===== config.mk =====
export PLATFORM = sky130hd
export DESIGN_NAME = busca_instrucao
export DESIGN_NICKNAME = d
export VERILOG_FILES = /design/src/rtl/busca_instrucao_pkg.sv /design/src/rtl/contador_espera.sv /design/src/rtl/busca_instrucao.sv
export SDC_FILE = /design/constraint.sdc
export NUM_CORES = 1
export LEC_CHECK = 0
export ABC_AREA = 0
export CAP_MARGIN = 20
export CORE_MARGIN = 5
export CORE_UTILIZATION = 44
export DETAILED_ROUTE_END_ITERATION = 16
export PLACE_DENSITY = 0.85
export SLEW_MARGIN = 15
export SYNTH_ARGS = -nofsm -noshare
export SYNTH_HDL_FRONTEND = slang
export SYNTH_SLANG_ARGS = --single-unit

===== constraint.sdc =====
create_clock -name clock -period 5.7 [get_ports clock]
set_input_delay 1.425 -clock clock [delete_from_list [all_inputs] [get_ports clock]]
set_output_delay 1.425 -clock clock [all_outputs]
set_load 0.01 [all_outputs]

===== src/rtl/busca_instrucao_pkg.sv =====
// Shared definitions for the instruction fetch stage: FSM states, default
// sizes and the width helper for the wait counter.
package busca_instrucao_pkg;

    localparam int LARGURA_PADRAO    = 32;
    localparam int MAX_ESPERA_PADRAO = 15;

    typedef enum logic [2:0] {
        OCIOSO    = 3'd0,
        REQUISITA = 3'd1,
        DESCARTE  = 3'd2,
        ENTREGA   = 3'd3,
        ERRO      = 3'd4
    } estado_t;

    // Bits needed to hold every value from 0 up to max_espera inclusive.
    function automatic int largura_contador(input int max_espera);
        return $clog2(max_espera + 1);
    endfunction

endpackage


===== src/rtl/contador_espera.sv =====
// Saturating wait counter: synchronous clear has priority over enable, and
// counting stops once the limit is reached.
module contador_espera #(
    parameter int LARGURA_CONT = 4
) (
    input  logic                    clock,
    input  logic                    reset,
    input  logic                    limpar,
    input  logic                    habilitar,
    input  logic [LARGURA_CONT-1:0] limite,
    output logic [LARGURA_CONT-1:0] contagem,
    output logic                    no_limite
);

    assign no_limite = (contagem >= limite);

    always_ff @(posedge clock or posedge reset) begin
        if (reset) begin
            contagem <= '0;
        end else if (limpar) begin
            contagem <= '0;
        end else if (habilitar && !no_limite) begin
            contagem <= contagem + 1'b1;
        end
    end

endmodule


===== src/rtl/busca_instrucao.sv =====
// Instruction fetch stage: issues memory requests for the PC address, hands the
// word to decode, drops fetches killed by flush and traps on memory timeout.
//
// Handshakes: a memory request (mem_req) is held with a stable address until
// mem_ack is sampled high and is never withdrawn; the delivered word transfers
// in a cycle where instrucao_valida and consumidor_pronto are both high and
// flush is low.
module busca_instrucao
    import busca_instrucao_pkg::*;
#(
    parameter int LARGURA    = LARGURA_PADRAO,
    parameter int MAX_ESPERA = MAX_ESPERA_PADRAO
) (
    input  logic               clock,
    input  logic               reset,
    input  logic [LARGURA-1:0] endereco_atual,
    output logic               halt_pc,
    input  logic               consumidor_pronto,
    input  logic               flush,
    output logic [LARGURA-1:0] instrucao,
    output logic               instrucao_valida,
    output logic               mem_req,
    output logic [LARGURA-1:0] mem_endereco,
    input  logic               mem_ack,
    input  logic [LARGURA-1:0] mem_dado,
    output logic               erro_busca,
    output estado_t            estado_dbg
);

    localparam int                    LARG_CONT   = largura_contador(MAX_ESPERA);
    localparam logic [LARG_CONT-1:0] LIMITE      = LARG_CONT'(MAX_ESPERA);
    localparam logic [LARG_CONT-1:0] ULTIMA_ESPERA = LARG_CONT'(MAX_ESPERA - 1);

    estado_t                estado;
    estado_t                estado_prox;
    logic [LARGURA-1:0]     endereco_reg;
    logic [LARG_CONT-1:0]   contagem;
    logic                   no_limite;
    logic                   limpar_cont;
    logic                   habilitar_cont;
    logic                   capturar;
    logic                   liberar;

    assign estado_dbg = estado;

    contador_espera #(
        .LARGURA_CONT (LARG_CONT)
    ) u_contador_espera (
        .clock     (clock),
        .reset     (reset),
        .limpar    (limpar_cont),
        .habilitar (habilitar_cont),
        .limite    (LIMITE),
        .contagem  (contagem),
        .no_limite (no_limite)
    );

    // Only cycles spent waiting on memory count toward the timeout.
    assign habilitar_cont = mem_req && !mem_ack;

    always_ff @(posedge clock or posedge reset) begin
        if (reset) begin
            estado <= OCIOSO;
        end else begin
            estado <= estado_prox;
        end
    end

    always_comb begin
        estado_prox  = estado;
        limpar_cont  = 1'b0;
        capturar     = 1'b0;
        liberar      = 1'b0;
        halt_pc      = 1'b1;
        mem_req      = 1'b0;
        mem_endereco = endereco_reg;
        erro_busca   = 1'b0;
        case (estado)
            OCIOSO: begin
                estado_prox = REQUISITA;
                limpar_cont = 1'b1;
            end
            REQUISITA: begin
                mem_req      = 1'b1;
                mem_endereco = endereco_atual;
                if (flush) begin
                    // Let the PC take the branch target; an ack in this same
                    // cycle means the old request is already finished.
                    halt_pc     = 1'b0;
                    limpar_cont = 1'b1;
                    estado_prox = mem_ack ? REQUISITA : DESCARTE;
                end else if (mem_ack) begin
                    capturar    = 1'b1;
                    estado_prox = ENTREGA;
                end else if (contagem == ULTIMA_ESPERA || no_limite) begin
                    estado_prox = ERRO;
                end
            end
            DESCARTE: begin
                // Keep the abandoned request alive on the old address until acked.
                mem_req = 1'b1;
                if (mem_ack) begin
                    limpar_cont = 1'b1;
                    estado_prox = REQUISITA;
                end else if (contagem == ULTIMA_ESPERA || no_limite) begin
                    estado_prox = ERRO;
                end
            end
            ENTREGA: begin
                if (flush || consumidor_pronto) begin
                    halt_pc     = 1'b0;
                    liberar     = 1'b1;
                    limpar_cont = 1'b1;
                    estado_prox = REQUISITA;
                end
            end
            ERRO: begin
                erro_busca = 1'b1;
            end
            default: begin
                estado_prox = OCIOSO;
            end
        endcase
    end

    always_ff @(posedge clock or posedge reset) begin
        if (reset) begin
            endereco_reg     <= '0;
            instrucao        <= '0;
            instrucao_valida <= 1'b0;
        end else begin
            if (estado == REQUISITA) begin
                endereco_reg <= endereco_atual;
            end
            if (capturar) begin
                instrucao <= mem_dado;
            end
            if (capturar) begin
                instrucao_valida <= 1'b1;
            end else if (liberar || estado == ERRO) begin
                instrucao_valida <= 1'b0;
            end
        end
    end

endmodule


* Yosys cells after proc, flatten, opt, wreduce, memory -nomap -nowiden
Cells that the tools add are included.
** Operators by class
- $add $sub $neg :: 1
- Multiply operators :: 0
- Divide/modulo/power cells :: 0
- Magnitude comparators :: 1
- Equality and inequality tests :: 6
- Shift-type cells :: 0
- Multiplexer cells :: 24
- Bitwise operators :: 1
- Reduce and logical (&&, ||, !) cells :: 12
** Operator list (number)
- 32-bit 2-to-1 mux :: 1
- 3-bit 2-to-1 mux :: 5
- 3-bit one-hot mux with 5 select lines :: 1
- 1-bit 2-to-1 mux :: 12
- 4-bit 2-to-1 mux :: 2
- 3-bit by 2-bit equality test with 1-bit output (second input constant) :: 2
- 4-bit by 1-bit adder with 4-bit output (second input constant) :: 1
- 4-bit equality test (second input constant) :: 1
- 4-bit >= comparator (second input constant) :: 1
- 1-bit one-hot mux with 4 select lines :: 1
- 2-bit nonzero test :: 2
- 3-bit by 1-bit equality test with 1-bit output (second input constant) :: 1
- 3-bit equality test (second input constant) :: 1
- 3-bit zero test :: 1
- 1-bit logical OR :: 3
- 1-bit logical AND :: 2
- 1-bit zero test :: 2
- 2-bit 2-to-1 mux :: 1
- 2-bit inequality test (second input constant) :: 1
- 1-bit one-hot mux with 2 select lines :: 1
- 2-bit AND reduction :: 1
- 2-bit OR reduction :: 1
- 1-bit inverter :: 1
** Storage, ports and cells
- Register bits :: 72
- Latch bits :: 0
- Bits in writable memories :: 0
- Memory bits (read-only) :: 0
- Bits of input ports :: 69
- Output and inout port bits :: 71
- Logic and storage cells :: 50
- Memories :: 0

* Logic depth before layout (Yosys ltp)
Gate-level depths: netlist of run 1.
- Word-level depth :: 7
- Depth in mapped cells :: 6
- Mapped depth without buffers :: 6

* By module
From an unflattened synthesis of run 1, not the netlist that was laid out.
** Second synthesis, totals
- Cell total of the unflattened synthesis :: 203
- Area, all modules :: 3086.7 µm²
** By module, submodules not included
- busca_instrucao :: times used 1, cells an instance 172, area each 2795.2 µm², seq. area each 1701.6 µm²
- contador_espera :: times used 1, cells an instance 31, area each 291.5 µm², seq. area each 100.1 µm²

* Worst setup path after synthesis of run 1
OpenSTA, ideal clock, no wires.
- Path type :: input to output
- From :: input port consumidor_pronto
- To :: output port halt_pc
- Arrival :: 1832 ps
- Data required time :: 4275 ps
- Slack :: 2443 ps
- Stages on the path :: 2
- Buffers on the path :: 0
- Cell sequence :: a21oi_1 > or3_1
** Between the ends
- Longest elaborated chain between the ends :: 3
** Ends and longest elaborated chain
- start: declaration :: RTL line busca_instrucao.sv:18 : input logic consumidor_pronto,
- 1-bit logical OR :: RTL line busca_instrucao.sv:110 : if (flush || consumidor_pronto) begin
- 1-bit 2-to-1 mux :: RTL line busca_instrucao.sv:110
- 1-bit one-hot mux with 2 select lines :: RTL line busca_instrucao.sv:78 : case (estado)
- end: declaration :: RTL line busca_instrucao.sv:17 : output logic halt_pc,
Every way passes these cells.

* Final worst setup path of run 1
- From :: input port flush
- To :: output port halt_pc
** Between the ends
- Longest elaborated chain between the ends :: 3
- Elaborated cells on any way between the ends :: 4
- Classes of those cells :: mux: 3; reduce/logical: 1
** Ends and longest elaborated chain
- start: declaration :: RTL line busca_instrucao.sv:19 : input logic flush,
- 1-bit logical OR :: RTL line busca_instrucao.sv:110
- 1-bit 2-to-1 mux :: RTL line busca_instrucao.sv:110
- 1-bit one-hot mux with 2 select lines (*) :: RTL line busca_instrucao.sv:78
Every way passes the cells marked *; elsewhere a longest branch is shown, timed or not.

==> results of run 1 <==
[critical path: cells and delay by family]
family                 cells  cell delay (ns)
AOI/OAI and AO/OA          1             0.08
and+or+nand+nor            1             0.32
buffers and inverters      2             1.07
[routing by layer]
layer  share of wire  global-route usage  wire [um]
met5               0                   0          0
met2            0.52              0.2900       3622
met3           0.062             0.04468        435
met1            0.41              0.2001       2847
met4           0.012             0.05569         82
[cells in the mapped netlist, types with 2 or more instances]
| library cell | number |
|---|---|
| a21oi_1 | 5 |
| buf_2 | 4 |
| buf_6 | 3 |
| clkbuf_1 | 2 |
| dfrtp_1 | 72 |
| ha_1 | 2 |
| inv_1 | 5 |
| mux2_2 | 35 |
| mux2_4 | 29 |
| nand2_1 | 4 |
| nand3_1 | 3 |
| nor2_1 | 5 |
| o211ai_1 | 2 |
| or3_1 | 2 |
| xor2_1 | 4 |
[worst min path at each step]
stage,start,endpoint,slack [ns],cells past startpoint
global placement,endereco_reg[10],endereco_reg[10],0.48,1
CTS,endereco_reg[29],endereco_reg[29],0.50,1
finish,endereco_reg[2],endereco_reg[2],0.50,1
detailed placement,endereco_reg[29],endereco_reg[29],0.48,1
global route,endereco_reg[26],endereco_reg[26],0.51,1
floorplan,endereco_reg[10],endereco_reg[10],0.51,1
[logic make-up after synthesis]
kind of cell / count (synthesis) / share of synthesized area
flops: 72 / 0.6028
mux: 64 / 0.2775
simple gates: 21 / 0.03935
buf+inv: 15 / 0.02805
compound gates: 13 / 0.02930
xor+xnor: 5 / 0.01465
fa+ha+maj: 2 / 0.008370
[power by group through the flow]
stage	logic [mW]	registers (mW)	clock network [mW]
5_1_grt	1.33	0.900	0.364
6_report	1.25	0.867	0.331
2_1_floorplan	0.573	0.908	0
4_1_cts	1.27	0.870	0.344
3_5_place_dp	1.27	0.876	0
3_3_place_gp	1.25	0.862	0
[cells in the final DEF, fill, tap and decap left out, drive strengths merged, types with 3 or more instances in the layout]
| cell type | n |
|---|---|
| nand3 | 4 |
| clkinv | 3 |
| a21oi | 5 |
| xor2 | 4 |
| nor2 | 5 |
| clkbuf | 13 |
| dfrtp | 72 |
| inv | 6 |
| nand2 | 4 |
| buf | 3 |
| clkdlybuf4s50 | 139 |
| mux2 | 64 |
[through the flow]
step / hold WS [ns] / utilization
floorplan: 0.5134 / -
global placement: 0.4782 / 0.6600
detailed placement: 0.4847 / 0.6629
CTS: 0.5015 / 0.6864
global route: 0.5124 / 0.6864
finish: 0.4958 / 0.6864
[cell type report]
class,instances,share of cell area
Clock inverter,3,0.004069
Tap cell,80,0.02170
Inverter,6,0.004883
Sequential cell,72,0.3907
Timing Repair Buffer,142,0.3093
Multi-Input combinational cell,105,0.2393
Clock buffer,13,0.03011
==> impl_metrics.py, run 1 <==
metrics = {
    "detailed_routing": {
        "first_pass_iters": 4,
        "vias": 2036,
        "wl_per_cell_um": 16.60,
        "via_per_inst": 4.836,
        "drtIter0Drc": 32,
        "wl_um": 6988,
        "ant_nets": 0,
        "drc": 0,
    },
    "timing": {
        "fin_skew_ns": 0.007993,
        "grt_setup_unrepaired": "no",
        "timing.final.ws_setup_ns": 1.370,
        "setup_viol": 0,
        "drv_slew": 0,
        "hold_viol": 0,
        "fmaxAchievable_mhz": 231.0,
        "tns_ns": 0,
        "worstMarginPinSlew_ns": 0.6407,
        "fin_crit_sh": 0.7596,
        "fin_crit_ns": 4.330,
        "slew_headroom": 0.5722,
    },
    "finish": {
        "regArea_sq_mm": 0.001802,
        "area_growth_syn_to_layout_pct": 54.29,
        "drive_gt1_frac": 0.2463,
        "fillCellCount": 478,
        "design_area_sq_mm": 0.004612,
        "stdcell_count": 421,
        "diodes": 0,
        "multi_input_area_sq_mm": 0.001104,
        "fin_nets": 407,
    },
    "logic_synthesis": {
        "syn_nets": 263,
        "ys_top_cells_by_area": "dfrtp_1 60%, mux2_4 15%, mux2_2 13%, xor2_1 1.2%, buf_6 1.1%",
        "yosysWarnings": 0,
        "yosysTopAreaCell": "dfrtp_1",
        "synth_edf_count": 0,
        "synth_area_per_cell_sq_um": 15.57,
        "synthFlopType": "dfrtp_1",
        "ys_seq_area_frac": 0.6028,
        "synthArstFlopShare": 1.000,
        "synth_top_area_frac": 0.6028,
        "ys_seq_elements": 72,
        "ys_types": 30,
        "netlist_area_sq_mm": 0.002989,
        "synth_cells": 192,
    },
    "place": {
        "place_hpwl_um": 5368,
        "routabilityCongestion": 0.8809,
        "numPortBuffers": 139,
        "placed_cell_area_sq_mm": 0.004454,
        "place_ws_ns": 1.367,
        "placedCellCount": 405,
    },
    "global_route": {
        "grt_pass1_wl_um": 11060,
        "antenna_found_initial": 0,
        "grt_overflow": 0,
        "grt_max_degree": 42,
        "grt_pass1_vias": 2254,
        "grtUsageTotal": 0.1669,
    },
    "setup_path": {
        "start_kind": "input port",
        "critical_path_class": "in2out",
        "rrSetupSlack_ns": 3.78,
        "end_kind": "output port",
        "cpMostUsedCell": "clkdlybuf4s50_1",
        "reg2reg_from": "estado_dbg[0]",
        "r2r_cells": 5,
        "crit_fanout": 6,
        "endpoint": "halt_pc",
        "worst_ep_required_time_ns": 4.28,
        "worst_path_max_delay_cell": "clkdlybuf4s50_1",
        "critical_path.max_stage_delay_ns": 0.56,
        "crit_path_start": "flush",
        "cp.arrival_ns": 2.90,
        "crit_path_cell_trace": "clkdlybuf4s50_1, a21oi_1, or3_1, clkdlybuf4s50_1",
        "r2r-end": "instrucao[17]",
    },
    "power_and_ir_drop": {
        "p_switching_mw": 0.7434,
        "clkPwrFrac": 0.135,
        "swShare": 0.3035,
        "p_per_area_mw_per_mm2": 531.2,
        "leakage_nw": 2.031,
        "ir_worst_vdd_mv": 0.2544,
        "p_seq_frac": 0.354,
        "comb_power_share": 0.511,
        "fin_total_pwr_mw": 2.450,
        "intPower_mw": 1.706,
    },
    "floorplan": {
        "row_count": 30,
        "dieArea_sq_mm": 0.008541,
        "die_w_um": 92.42,
        "core_sq_mm": 0.006719,
        "initial_core_util": 0.4449,
        "die_y_um": 92.42,
        "pin_count": 140,
    },
    "cts": {
        "cts_tree": "built",
        "hold_buffers": 0,
        "path_clk_slew_ns": 0.07,
        "cts_resized": 0,
        "clk_latency_ns": 0.32,
        "cts_buffer_depth": 2,
        "clock_sinks": 72,
        "root_buffer": "clkbuf_8",
        "cts_made_buffers": 9,
        "cts.htree.levels": 3,
        "cts_setup_buffers": 0,
    },
    "status": {
        "outcome": "finished clean",
    },
    "run": {
        "max_cap_violations": 0,
    },
    "min_path": {
        "hold_class": "reg2reg",
    },
}
(Power assumes the default switching activity.)
==> run 2: changes to the inputs <==
CORE_UTILIZATION = 37   (was 44)
PLACE_DENSITY = 0.76   (was 0.85)
clock period = 3.89 ns   (was 5.7 ns; I/O delays follow)
==> impl_metrics.py, run 2 (synthesis results as in run 1) <==
metrics = {
    "status": {
        "outcome": "finished clean",
    },
    "power_and_ir_drop": {
        "intPower_mw": 2.629,
        "p_per_area_mw_per_mm2": 796.2,
        "p_seq_frac": 0.340,
        "leakage_nw": 2.064,
        "clkPwrFrac": 0.169,
        "comb_power_share": 0.491,
        "ir_worst_vdd_mv": 0.3527,
        "swShare": 0.2984,
        "p_switching_mw": 1.118,
        "fin_total_pwr_mw": 3.747,
    },
    "place": {
        "place_hpwl_um": 5244,
        "numPortBuffers": 139,
        "routabilityCongestion": 0.7739,
    },
    "setup_path": {
        "critical_path_class": "in2out",
        "cp.arrival_ns": 2.44,
        "end_kind": "output port",
        "worst_ep_required_time_ns": 2.92,
        "r2r_cells": 6,
        "start_kind": "input port",
        "crit_fanout": 6,
    },
    "timing": {
        "fin_crit_ns": 3.412,
        "hold_viol": 0,
        "grt_setup_unrepaired": "no",
        "setup_viol": 0,
        "tns_ns": 0,
        "fin_skew_ns": 0.009089,
        "worstMarginPinSlew_ns": 0.7521,
        "fmaxAchievable_mhz": 293.0,
        "fin_crit_sh": 0.8772,
        "drv_slew": 0,
        "slew_headroom": 0.4979,
    },
    "detailed_routing": {
        "first_pass_iters": 4,
        "wl_um": 7053,
        "vias": 2068,
        "drc": 0,
        "wl_per_cell_um": 15.92,
        "drtIter0Drc": 63,
        "ant_nets": 0,
        "via_per_inst": 4.668,
    },
    "floorplan": {
        "initial_core_util": 0.3829,
        "die_y_um": 99.88,
        "row_count": 32,
        "pin_count": 140,
        "core_sq_mm": 0.007807,
        "die_w_um": 99.88,
        "dieArea_sq_mm": 0.009976,
    },
    "cts": {
        "clk_latency_ns": 0.33,
        "cts_made_buffers": 9,
        "cts_resized": 0,
        "clock_sinks": 72,
        "cts_setup_buffers": 0,
        "cts_tree": "built",
        "cts.htree.levels": 3,
        "hold_buffers": 0,
        "root_buffer": "clkbuf_8",
        "path_clk_slew_ns": 0.08,
        "cts_buffer_depth": 2,
    },
    "finish": {
        "diodes": 0,
        "drive_gt1_frac": 0.2551,
        "fin_nets": 407,
        "final_cell_mix": "139 x clkdlybuf4s50_1, 72 x dfrtp_1, 35 x mux2_2",
        "final_common_cell": "clkdlybuf4s50_1",
        "area_growth_syn_to_layout_pct": 57.43,
    },
    "global_route": {
        "grt_pass1_wl_um": 11160,
        "grt_overflow": 0,
        "grt_max_degree": 39,
        "grtUsageTotal": 0.1425,
        "grt_pass1_vias": 2320,
        "antenna_found_initial": 0,
    },
    "run": {
        "max_cap_violations": 0,
    },
    "min_path": {
        "hold_class": "reg2reg",
        "whs_path_depth": 1,
    },
}
run 2: cell count changes in the layout (fill, tap and decap cells not counted):
cell       delta
clkbuf_1      -3
bufinv_16     +2
buf_12        +1
buf_4         -1
clkinv_2      +1
run 2: area by class of cell:
class / count / area, sq um
Clock inverter: 6 / 83.83
Sequential cell: 72 / 1802
Timing Repair Buffer: 142 / 1439
Multi-Input combinational cell: 105 / 1104
Clock buffer: 10 / 127.6
Tap cell: 102 / 127.6
Fill cell: 646 / 3102
Inverter: 6 / 22.52
run 2: worst max-delay path: stages:
cell and delay, ns:
clkdlybuf4s50_1 0.58, a21oi_1 0.09, or3_1 0.32, clkdlybuf4s50_1 0.48
run 2: routing by layer:
metal | part of all wire | GRT usage
met2 | 0.48 | 0.2340
met3 | 0.089 | 0.05212
met4 | 0.012 | 0.06197
met5 | 0 | 0
met1 | 0.42 | 0.1676
run 2: path summary, 6_finish.rpt:
check | endpoint | slack [ns] | from
min in group asynchronous | endereco_reg[16] | 1.09 | reset
max in group asynchronous | instrucao[21] | 2.13 | reset
max | halt_pc | 0.48 | flush
min reg2reg | endereco_reg[21] | 0.50 | endereco_reg[21]
max reg2reg | instrucao[16] | 1.47 | estado_dbg[0]
min | endereco_reg[21] | 0.50 | endereco_reg[21]
run 2: per-stage QoR:
stage / utilization / setup slack [ns] / hold WS, ns / instance area [sq um] / cells
global route: 0.6027 / 0.3458 / 0.5108 / 4706 / 443
global placement: 0.5756 / 0.5115 / 0.4791 / 4494 / 427
finish: 0.6027 / 0.4775 / 0.4991 / 4706 / 443
detailed placement: 0.5756 / 0.4808 / 0.4852 / 4494 / 427
floorplan: - / 1.093 / 0.5134 / 2989 / 192
CTS: 0.6027 / 0.4757 / 0.5027 / 4706 / 443
run 2: power by group through the flow:
| stage | Clock, mW | Sequential, mW | Combinational [mW] |
|---|---|---|---|
| 3_5_place_dp | 0 | 1.29 | 1.86 |
| 4_1_cts | 0.660 | 1.28 | 1.87 |
| 6_report | 0.634 | 1.27 | 1.84 |
| 3_3_place_gp | 0 | 1.27 | 1.83 |
| 5_1_grt | 0.689 | 1.32 | 1.96 |
| 2_1_floorplan | 0 | 1.33 | 0.839 |
==> run 3: changes to the inputs <==
CORE_MARGIN = 2   (was 5)
CORE_UTILIZATION = 44   (was 37)
HOLD_SLACK_MARGIN = 0.02   (was unset)
PLACE_DENSITY = 0.85   (was 0.76)
clock period = 3.95 ns   (was 3.89 ns; I/O delays follow)
==> impl_metrics.py, run 3 (synthesis results as in run 1) <==
metrics = {
    "floorplan": {
        "initial_core_util": 0.4474,
        "pin_count": 140,
        "core_sq_mm": 0.006681,
        "row_count": 30,
        "dieArea_sq_mm": 0.007468,
        "die_y_um": 86.42,
        "die_w_um": 86.42,
    },
    "detailed_routing": {
        "vias": 2060,
        "first_pass_iters": 4,
        "via_per_inst": 4.882,
        "wl_per_cell_um": 15.55,
        "drc": 0,
        "ant_nets": 0,
        "wl_um": 6561,
        "drtIter0Drc": 56,
    },
    "finish": {
        "area_growth_syn_to_layout_pct": 55.04,
        "diodes": 0,
        "final_common_cell": "clkdlybuf4s50_1",
        "fin_nets": 408,
        "fillCellCount": 470,
        "design_area_sq_mm": 0.004634,
        "stdcell_count": 422,
        "final_cell_mix": "139 x clkdlybuf4s50_1, 72 x dfrtp_1, 35 x mux2_2",
        "drive_gt1_frac": 0.2573,
        "multi_input_area_sq_mm": 0.001104,
        "regArea_sq_mm": 0.001802,
    },
    "place": {
        "place_hpwl_um": 4876,
        "numPortBuffers": 139,
        "routabilityCongestion": 0.7917,
        "place_ws_ns": 0.5098,
        "placedCellCount": 406,
        "placed_cell_area_sq_mm": 0.004462,
    },
    "setup_path": {
        "critical_path.max_stage_delay_ns": 0.58,
        "start_kind": "input port",
        "end_kind": "output port",
        "cp.arrival_ns": 2.46,
        "crit_path_cell_trace": "clkdlybuf4s50_1, a21oi_1, or3_1, clkdlybuf4s50_1",
        "worst_path_max_delay_cell": "clkdlybuf4s50_1",
        "crit_fanout": 6,
        "r2r_cells": 6,
        "cpMostUsedCell": "clkdlybuf4s50_1",
        "worst_ep_required_time_ns": 2.96,
        "critical_path_class": "in2out",
    },
    "global_route": {
        "grt_pass1_vias": 2160,
        "groute.layer.met1.usage": 0.2190,
        "grtUsageMet3": 0.06000,
        "grt_util_met2": 0.2867,
        "grtUsageTotal": 0.1771,
        "grt_pass1_wl_um": 10240,
        "antenna_found_initial": 0,
        "grt_max_degree": 38,
        "grt-busiest-layer": "met2",
        "grt_overflow": 0,
    },
    "min_path": {
        "whs_path_depth": 1,
        "hold_class": "reg2reg",
    },
    "run": {
        "max_cap_violations": 0,
    },
    "timing": {
        "drv_slew": 0,
        "grt_setup_unrepaired": "no",
        "fin_crit_ns": 3.443,
        "timing.final.ws_setup_ns": 0.5071,
        "setup_viol": 0,
        "fin_crit_sh": 0.8716,
        "hold_viol": 0,
        "slew_headroom": 0.4972,
        "worstMarginPinSlew_ns": 0.7531,
        "tns_ns": 0,
        "fmaxAchievable_mhz": 290.5,
        "fin_skew_ns": 0.007500,
    },
    "cts": {
        "cts_made_buffers": 9,
        "cts_resized": 0,
        "cts.htree.levels": 3,
        "hold_buffers": 0,
        "cts_tree": "built",
        "cts_setup_buffers": 0,
        "path_clk_slew_ns": 0.07,
        "cts_buffer_depth": 2,
        "clk_latency_ns": 0.33,
        "root_buffer": "clkbuf_8",
        "clock_sinks": 72,
    },
    "status": {
        "outcome": "finished clean",
    },
    "power_and_ir_drop": {
        "p_per_area_mw_per_mm2": 767.7,
        "leakage_nw": 2.042,
        "ir_worst_vdd_mv": 0.3508,
    },
}
## run 3: cell count changes in the layout (fill, tap and decap cells not counted), sizes merged
| cell | previous run | this run |
|---|---|---|
| bufinv | 2 | 0 |
| buf | 3 | 4 |
| clkbuf | 10 | 11 |
| inv | 6 | 7 |
| clkinvlp | 0 | 1 |
| clkinv | 4 | 3 |
## run 3: metal layers
metal | vias to the layer above | wire, um
met5 | - | 0
met4 | 0 | 64
met3 | 6 | 525
met2 | 93 | 3228
met1 | 996 | 2743
li1 | 965 | -
## run 3: path summary, 6_finish.rpt
kind,startpoint,slack (ns),end
max in group asynchronous,reset,2.17,instrucao[20]
worst min register to register,endereco_reg[15],0.50,endereco_reg[15]
min in group asynchronous,reset,1.11,instrucao[27]
worst max register to register,estado_dbg[0],1.36,instrucao[17]
worst min-delay path,endereco_reg[15],0.50,endereco_reg[15]
worst max-delay path,flush,0.51,halt_pc
## run 3: layout make-up
type,count,area share
sequential,72,0.3888
clock inverter,5,0.006749
tap,80,0.02160
clock buffer,11,0.03051
inverter,6,0.004860
timing repair buffer,143,0.3094
multi-input combinational,105,0.2381
## run 3: power breakdown
| group | internal [mW] | switching [mW] |
|---|---|---|
| registers | 1.09 | 0.167 |
| clock network | 0.244 | 0.261 |
| logic | 1.15 | 0.651 |
| total | 2.48 | 1.08 |
## run 3: critical path, delay by kind of cell
family,cells,cell delay [ns]
buf+inv,2,1.06
compound gates,1,0.08
simple gates,1,0.32
## run 3: through the flow
| step | total power, mW | hold slack [ns] | util |
|---|---|---|---|
| after floorplan | 2.137 | 0.5134 | - |
| after global placement | 3.029 | 0.4793 | 0.6678 |
| after detailed placement | 3.085 | 0.4863 | 0.6678 |
| after CTS | 3.613 | 0.5027 | 0.6936 |
| after global routing | 3.769 | 0.5090 | 0.6936 |
| final | 3.558 | 0.4979 | 0.6936 |
